`config.mk`:
```
export PLATFORM = sky130hd
export DESIGN_NAME = memory_access
export DESIGN_NICKNAME = d
export VERILOG_FILES = /design/src/rtl/memory_access.sv
export SDC_FILE = /design/constraint.sdc
export NUM_CORES = 2
export LEC_CHECK = 0
export ABC_CLOCK_PERIOD_IN_PS = 3250
export CAP_MARGIN = 10
export CORE_MARGIN = 5
export CORE_UTILIZATION = 40
export CTS_CLUSTER_DIAMETER = 50
export DETAILED_ROUTE_END_ITERATION = 10
export GPL_TIMING_DRIVEN = 0
export PLACE_DENSITY_LB_ADDON = 0.2
export SLEW_MARGIN = 20
export SYNTH_ARGS = -nofsm -noshare
export SYNTH_HDL_FRONTEND = slang
export SYNTH_SLANG_ARGS = --single-unit
```
`constraint.sdc`:
```
create_clock -name clk -period 3.25 [get_ports clk]
set_input_delay 0.65 -clock clk [delete_from_list [all_inputs] [get_ports clk]]
set_output_delay 0.65 -clock clk [all_outputs]
set_load 0.05 [all_outputs]
```
`src/rtl/memory_access.sv`:
```
// MEM stage of the 5-stage pipeline: 64x32 data memory plus the MEM/WB pipeline register.
// Optional misaligned LW/SW detection is built when MEM_ACCESS_ALIGN_CHECK_EN is defined.
module memory_access (
    input  logic        clk,
    input  logic        rst,
    input  logic [31:0] EX_MEM_IR,
    input  logic [31:0] EX_MEM_ALU_output,
    input  logic [31:0] EX_MEM_B,
    input  logic        EX_MEM_valid,
    input  logic        stall,
    output logic [31:0] MEM_WB_IR,
    output logic [31:0] MEM_WB_ALU_output,
    output logic [31:0] MEM_WB_LMD,
    output logic        MEM_WB_valid,
    output logic        MEM_WB_misalign
);
    localparam int MEM_WORDS = 64;
    localparam logic [5:0] OP_LW   = 6'b001000;
    localparam logic [5:0] OP_SW   = 6'b001001;
    localparam logic [5:0] OP_BEQZ = 6'b001010;
    localparam logic [5:0] OP_J    = 6'b001011;

    typedef struct packed {
        logic [31:0] ir;
        logic [31:0] alu;
        logic [31:0] lmd;
        logic        valid;
        logic        misalign;
    } mem_wb_t;

    logic [31:0] mem [MEM_WORDS];
    mem_wb_t     wb_q;
    mem_wb_t     wb_d;
    logic [5:0]  opcode;
    logic [5:0]  idx;
    logic        is_lw;
    logic        is_sw;
    logic        misalign;
    logic        wr_en;
    logic [31:0] rd_data;

    assign opcode = EX_MEM_IR[31:26];
    // Bits [31:8] are dropped, so byte addresses wrap every 256 bytes.
    assign idx    = EX_MEM_ALU_output[7:2];
    assign is_lw  = EX_MEM_valid && (opcode == OP_LW);
    assign is_sw  = EX_MEM_valid && (opcode == OP_SW);

`ifdef MEM_ACCESS_ALIGN_CHECK_EN
    assign misalign = (is_lw || is_sw) && (EX_MEM_ALU_output[1:0] != 2'b00);
`else
    assign misalign = 1'b0;
`endif

    // Combinational read sees the old word, so a same-edge write never bypasses into LMD.
    assign rd_data = mem[idx];
    assign wr_en   = !rst && !stall && is_sw && !misalign;

    always_comb begin
        wb_d = '0;
        if (EX_MEM_valid) begin
            wb_d.ir       = EX_MEM_IR;
            wb_d.alu      = EX_MEM_ALU_output;
            wb_d.valid    = 1'b1;
            wb_d.misalign = misalign;
            if (is_lw && !misalign) begin
                wb_d.lmd = rd_data;
            end
        end
    end

    always_ff @(posedge clk) begin
        if (rst) begin
            wb_q <= '0;
        end else if (!stall) begin
            wb_q <= wb_d;
        end
    end

    always_ff @(posedge clk) begin
        if (rst) begin
            for (int i = 0; i < MEM_WORDS; i++) begin
                mem[i] <= '0;
            end
        end else if (wr_en) begin
            mem[idx] <= EX_MEM_B;
        end
    end

    assign MEM_WB_IR         = wb_q.ir;
    assign MEM_WB_ALU_output = wb_q.alu;
    assign MEM_WB_LMD        = wb_q.lmd;
    assign MEM_WB_valid      = wb_q.valid;
`ifdef MEM_ACCESS_ALIGN_CHECK_EN
    assign MEM_WB_misalign   = wb_q.misalign;
`else
    assign MEM_WB_misalign   = 1'b0;
`endif

    // Opcodes other than LW/SW fall through as plain pass-through slots.
    logic unused_ok;
    assign unused_ok = ^{OP_BEQZ, OP_J};
endmodule
```
==> flow_summary.toml <==
[run_status]
outcome = "finished with violations"
violations = "setup timing"

[synthesis]
synth_area_um2 = 96100
synth_edf_count = 2048
ys_ff_latch = 2145
ys_warn_count = 0
avgSynthCellArea_um2 = 13.1
yosys.area.top_type = "edfxtp_1"
synth_cell_type_count = 50
ys_seq_area_share_pct = 66.0
synth_area_leaders = "edfxtp_1, and2_1, mux2i_1, a221oi_1, clkbuf_1"
syn_nets = 7443
ys_async_sr_fraction_pct = 0
synth_top_cell_area_share_pct = 64.0
synth_cells = 7343
synth_top_flop_cell = "edfxtp_1"

[place]
dp_hpwl_um = 299000
port_buffers = 161
place_area_um2 = 103000
dp.cells = 10800
gp_congestion = 1.07

[detailed_routing]
firstDrtPassIters = 8
drc_errors = 0
vias_per_cell = 6.11
post_drt_wl_per_cell_um = 37.4
drt_wl_total_um = 425000
drtIter0Drc = 10900
ant_nets = 0
routed-via-count = 69400

[clocking]
path_clk_slew_ns = 0.06
cts-root-buf = "clkbuf_16"
cts-htree-levels = 4
cts_buffer_depth = 3
numClockSinks = 2145
cts_tree = "yes"
cts_made_buffers = 238
clock_latency_ns = 0.93

[critical_path]
crit_top_cell = "clkdlybuf4s15_2"
path_class = "primary input to register"
required_ns = 4.02
end_kind = "register"
r2r_end = "MEM_WB_LMD[31]"
worst-r2r-cell-count = 5
crit_path_end = "MEM_WB_LMD[5]"
path_cells = "clkdlybuf4s15_2 > nand2b_2 > buf_2 > clkdlybuf4s15_2 > o22ai_1 > o21ai_0 > nand4_1 > a2bb2oi_1"
regToRegSetupSlack_ns = 0.64
reg2reg_from = "mem[53][31]"
critPathLaunchType = "primary input"
slowest_delay_ns = 0.76
crit_path_start = "EX_MEM_ALU_output[3]"
worst-path-max-fanout = 10
worst_path_max_delay_cell = "o21ai_0"
arrival_ns = 4.38

[final_layout]
layout.cells.non_filler = 11400
utilization_pct = 47.1
drive_gt1_share_pct = 13.2
fin_nets = 7991
final_area_um2 = 113000
n_fill_cell = 21300
area_growth_syn_to_layout_pct = 17.6

[sta]
clock-skew-final_ns = 0.0597
period_share_pct = 111
timing.fmax_mhz = 277
tightest_slew_ns = 1.35
timing.final.crit_period_ns = 3.61
setup_viol_count_final = 1309
finalMaxSlewViolations = 0
rsz0062_at_grt = "true"
fin_ws_ns = -0.364
hold_violations = 0
slew_headroom_pct = 10.1

[floorplanning]
die_w_um = 500
core_um2 = 240000
start_util_pct = 40.1
dieArea_um2 = 250000
ioPinCount = 198
std_cell_rows = 180
fp.dieH_um = 500

[global_route]
grt_pass1_wl_um = 560000
grt_max_degree = 33
grt_pass1_vias = 64900
antenna_found_initial = 71
grt-ovfl-total = 0
gr-usage-all-layers_pct = 32.9

[power]
power_density_nw_per_um2 = 582
finalPower_mw = 65.8
ir_drop_mv = 0.629
total_leakage_power_nw = 39.4

[flow_run]
maxCapViolations = 0

[min_path]
holdPathStages = 2
hold_path_class = "primary input to register"
cell families (layout without fill, tap and decap cells):
logic type	Yosys count	count (layout)	synth area share [%]
AND/OR/NAND/NOR	2716	2779	16.6
flip-flops	2145	2145	66.0
AO/OA/AOI/OAI	1180	1180	8.73
buffers and inverters	786	1478	3.10
multiplexers	515	515	5.59
other	1	77	0.00390
flip-flops by register name, indices dropped and copies added (netlist names):
| signal | count |
|---|---|
| mem | 2048 |
| MEM_WB_ALU_output | 32 |
| MEM_WB_IR | 32 |
| MEM_WB_LMD | 32 |
| MEM_WB_valid | 1 |
final cells by class:
| class | instances | area (um^2) | area share [%] |
|---|---|---|---|
| multi-input combinational | 4475 | 31200 | 27.6 |
| sequential | 2145 | 63400 | 56.1 |
| clock inverter | 138 | 1570 | 1.39 |
| inverter | 10 | 37.5 | 0.0332 |
| buffer | 772 | 3300 | 2.92 |
| timing repair buffer | 249 | 2880 | 2.55 |
| antenna | 76 | 190 | 0.168 |
| tap | 3185 | 3990 | 3.53 |
| clock buffer | 309 | 6430 | 5.69 |
routing by layer:
metal	vias up	part of all wire, %	track usage, %
met5	-	0.054	0
met4	18	8.2	22.7
met3	1134	14	12.5
met2	5113	42	46.8
met1	35000	36	41.3
li1	28100	-	-
critical path, delay by kind of cell:
| family | cells | cell delay (ns) |
|---|---|---|
| and+or+nand+nor | 2 | 0.91 |
| buffers and inverters | 3 | 1.68 |
| AOI/OAI and AO/OA | 3 | 1.09 |
Yosys cell counts (2+ instances only):
master / instances
or3b_2: 3
buf_2: 23
inv_1: 9
a2bb2oi_1: 29
or3_1: 2
o21a_1: 2
and2_1: 2048
nor3_1: 2
o22ai_1: 222
a221o_1: 2
a22oi_1: 280
o32ai_1: 8
mux4_2: 6
nand2_1: 139
nor2_1: 342
o21ai_0: 188
o22a_1: 8
a21oi_1: 88
o2111ai_1: 2
o31ai_1: 5
a22o_1: 28
nor4_4: 2
edfxtp_1: 2048
nand2b_1: 5
and4b_1: 2
nor2b_1: 5
nor3b_1: 3
mux2i_1: 397
nand3_1: 2
or2_2: 68
clkbuf_1: 665
nand4_1: 58
buf_1: 87
mux2_2: 112
o221ai_1: 3
and4_1: 28
dfxtp_1: 97
a221oi_1: 313
timing repair:
action                                  in CTS  in global routing
cloned                                      53                 10
hold buffers                                 0                  0
pin swaps                                   10                  4
endpoints found under the setup margin    4128                737
gates resized for setup                    424                175
setup buffers                               23                  0
cell usage in the layout (no fill, tap or decap), drive strengths merged, types with 139 or more instances in the layout:
| cell | n |
|---|---|
| a221oi | 313 |
| a22oi | 280 |
| and2 | 2049 |
| buf | 190 |
| clkbuf | 973 |
| clkdlybuf4s50 | 160 |
| edfxtp | 2048 |
| mux2i | 397 |
| nand2 | 139 |
| nor2 | 342 |
| o21ai | 188 |
| o22ai | 222 |
where the power goes:
part / switching (mW) / internal [mW] / total [mW] / leakage [nW]
combinational: 4.39 / 1.47 / 5.86 / 15.3
clock: 11.8 / 16.2 / 28.0 / 3.84
sequential: 0.421 / 31.5 / 31.9 / 20.2
how the worst min path moves through the flow:
stage,startpoint,endpoint
4_1_cts,EX_MEM_B[20],mem[6][20]
5_1_grt,EX_MEM_B[20],mem[3][20]
6_report,EX_MEM_B[20],mem[3][20]
2_1_floorplan,MEM_WB_LMD[0],MEM_WB_LMD[0]
3_3_place_gp,MEM_WB_LMD[0],MEM_WB_LMD[0]
3_5_place_dp,MEM_WB_LMD[0],MEM_WB_LMD[0]
per-stage QoR:
step	worst slack [ns]	hold slack [ns]	TNS, ns
floorplan	0.0630	0.673	0
global placement	-4.71	0.449	-
detailed placement	-3.34	0.453	-
CTS	-0.104	0.143	-0.950
global route	-0.0785	0.189	-1.80
finish	-0.364	0.198	-84.49
Power figures use the tool's default switching activity.
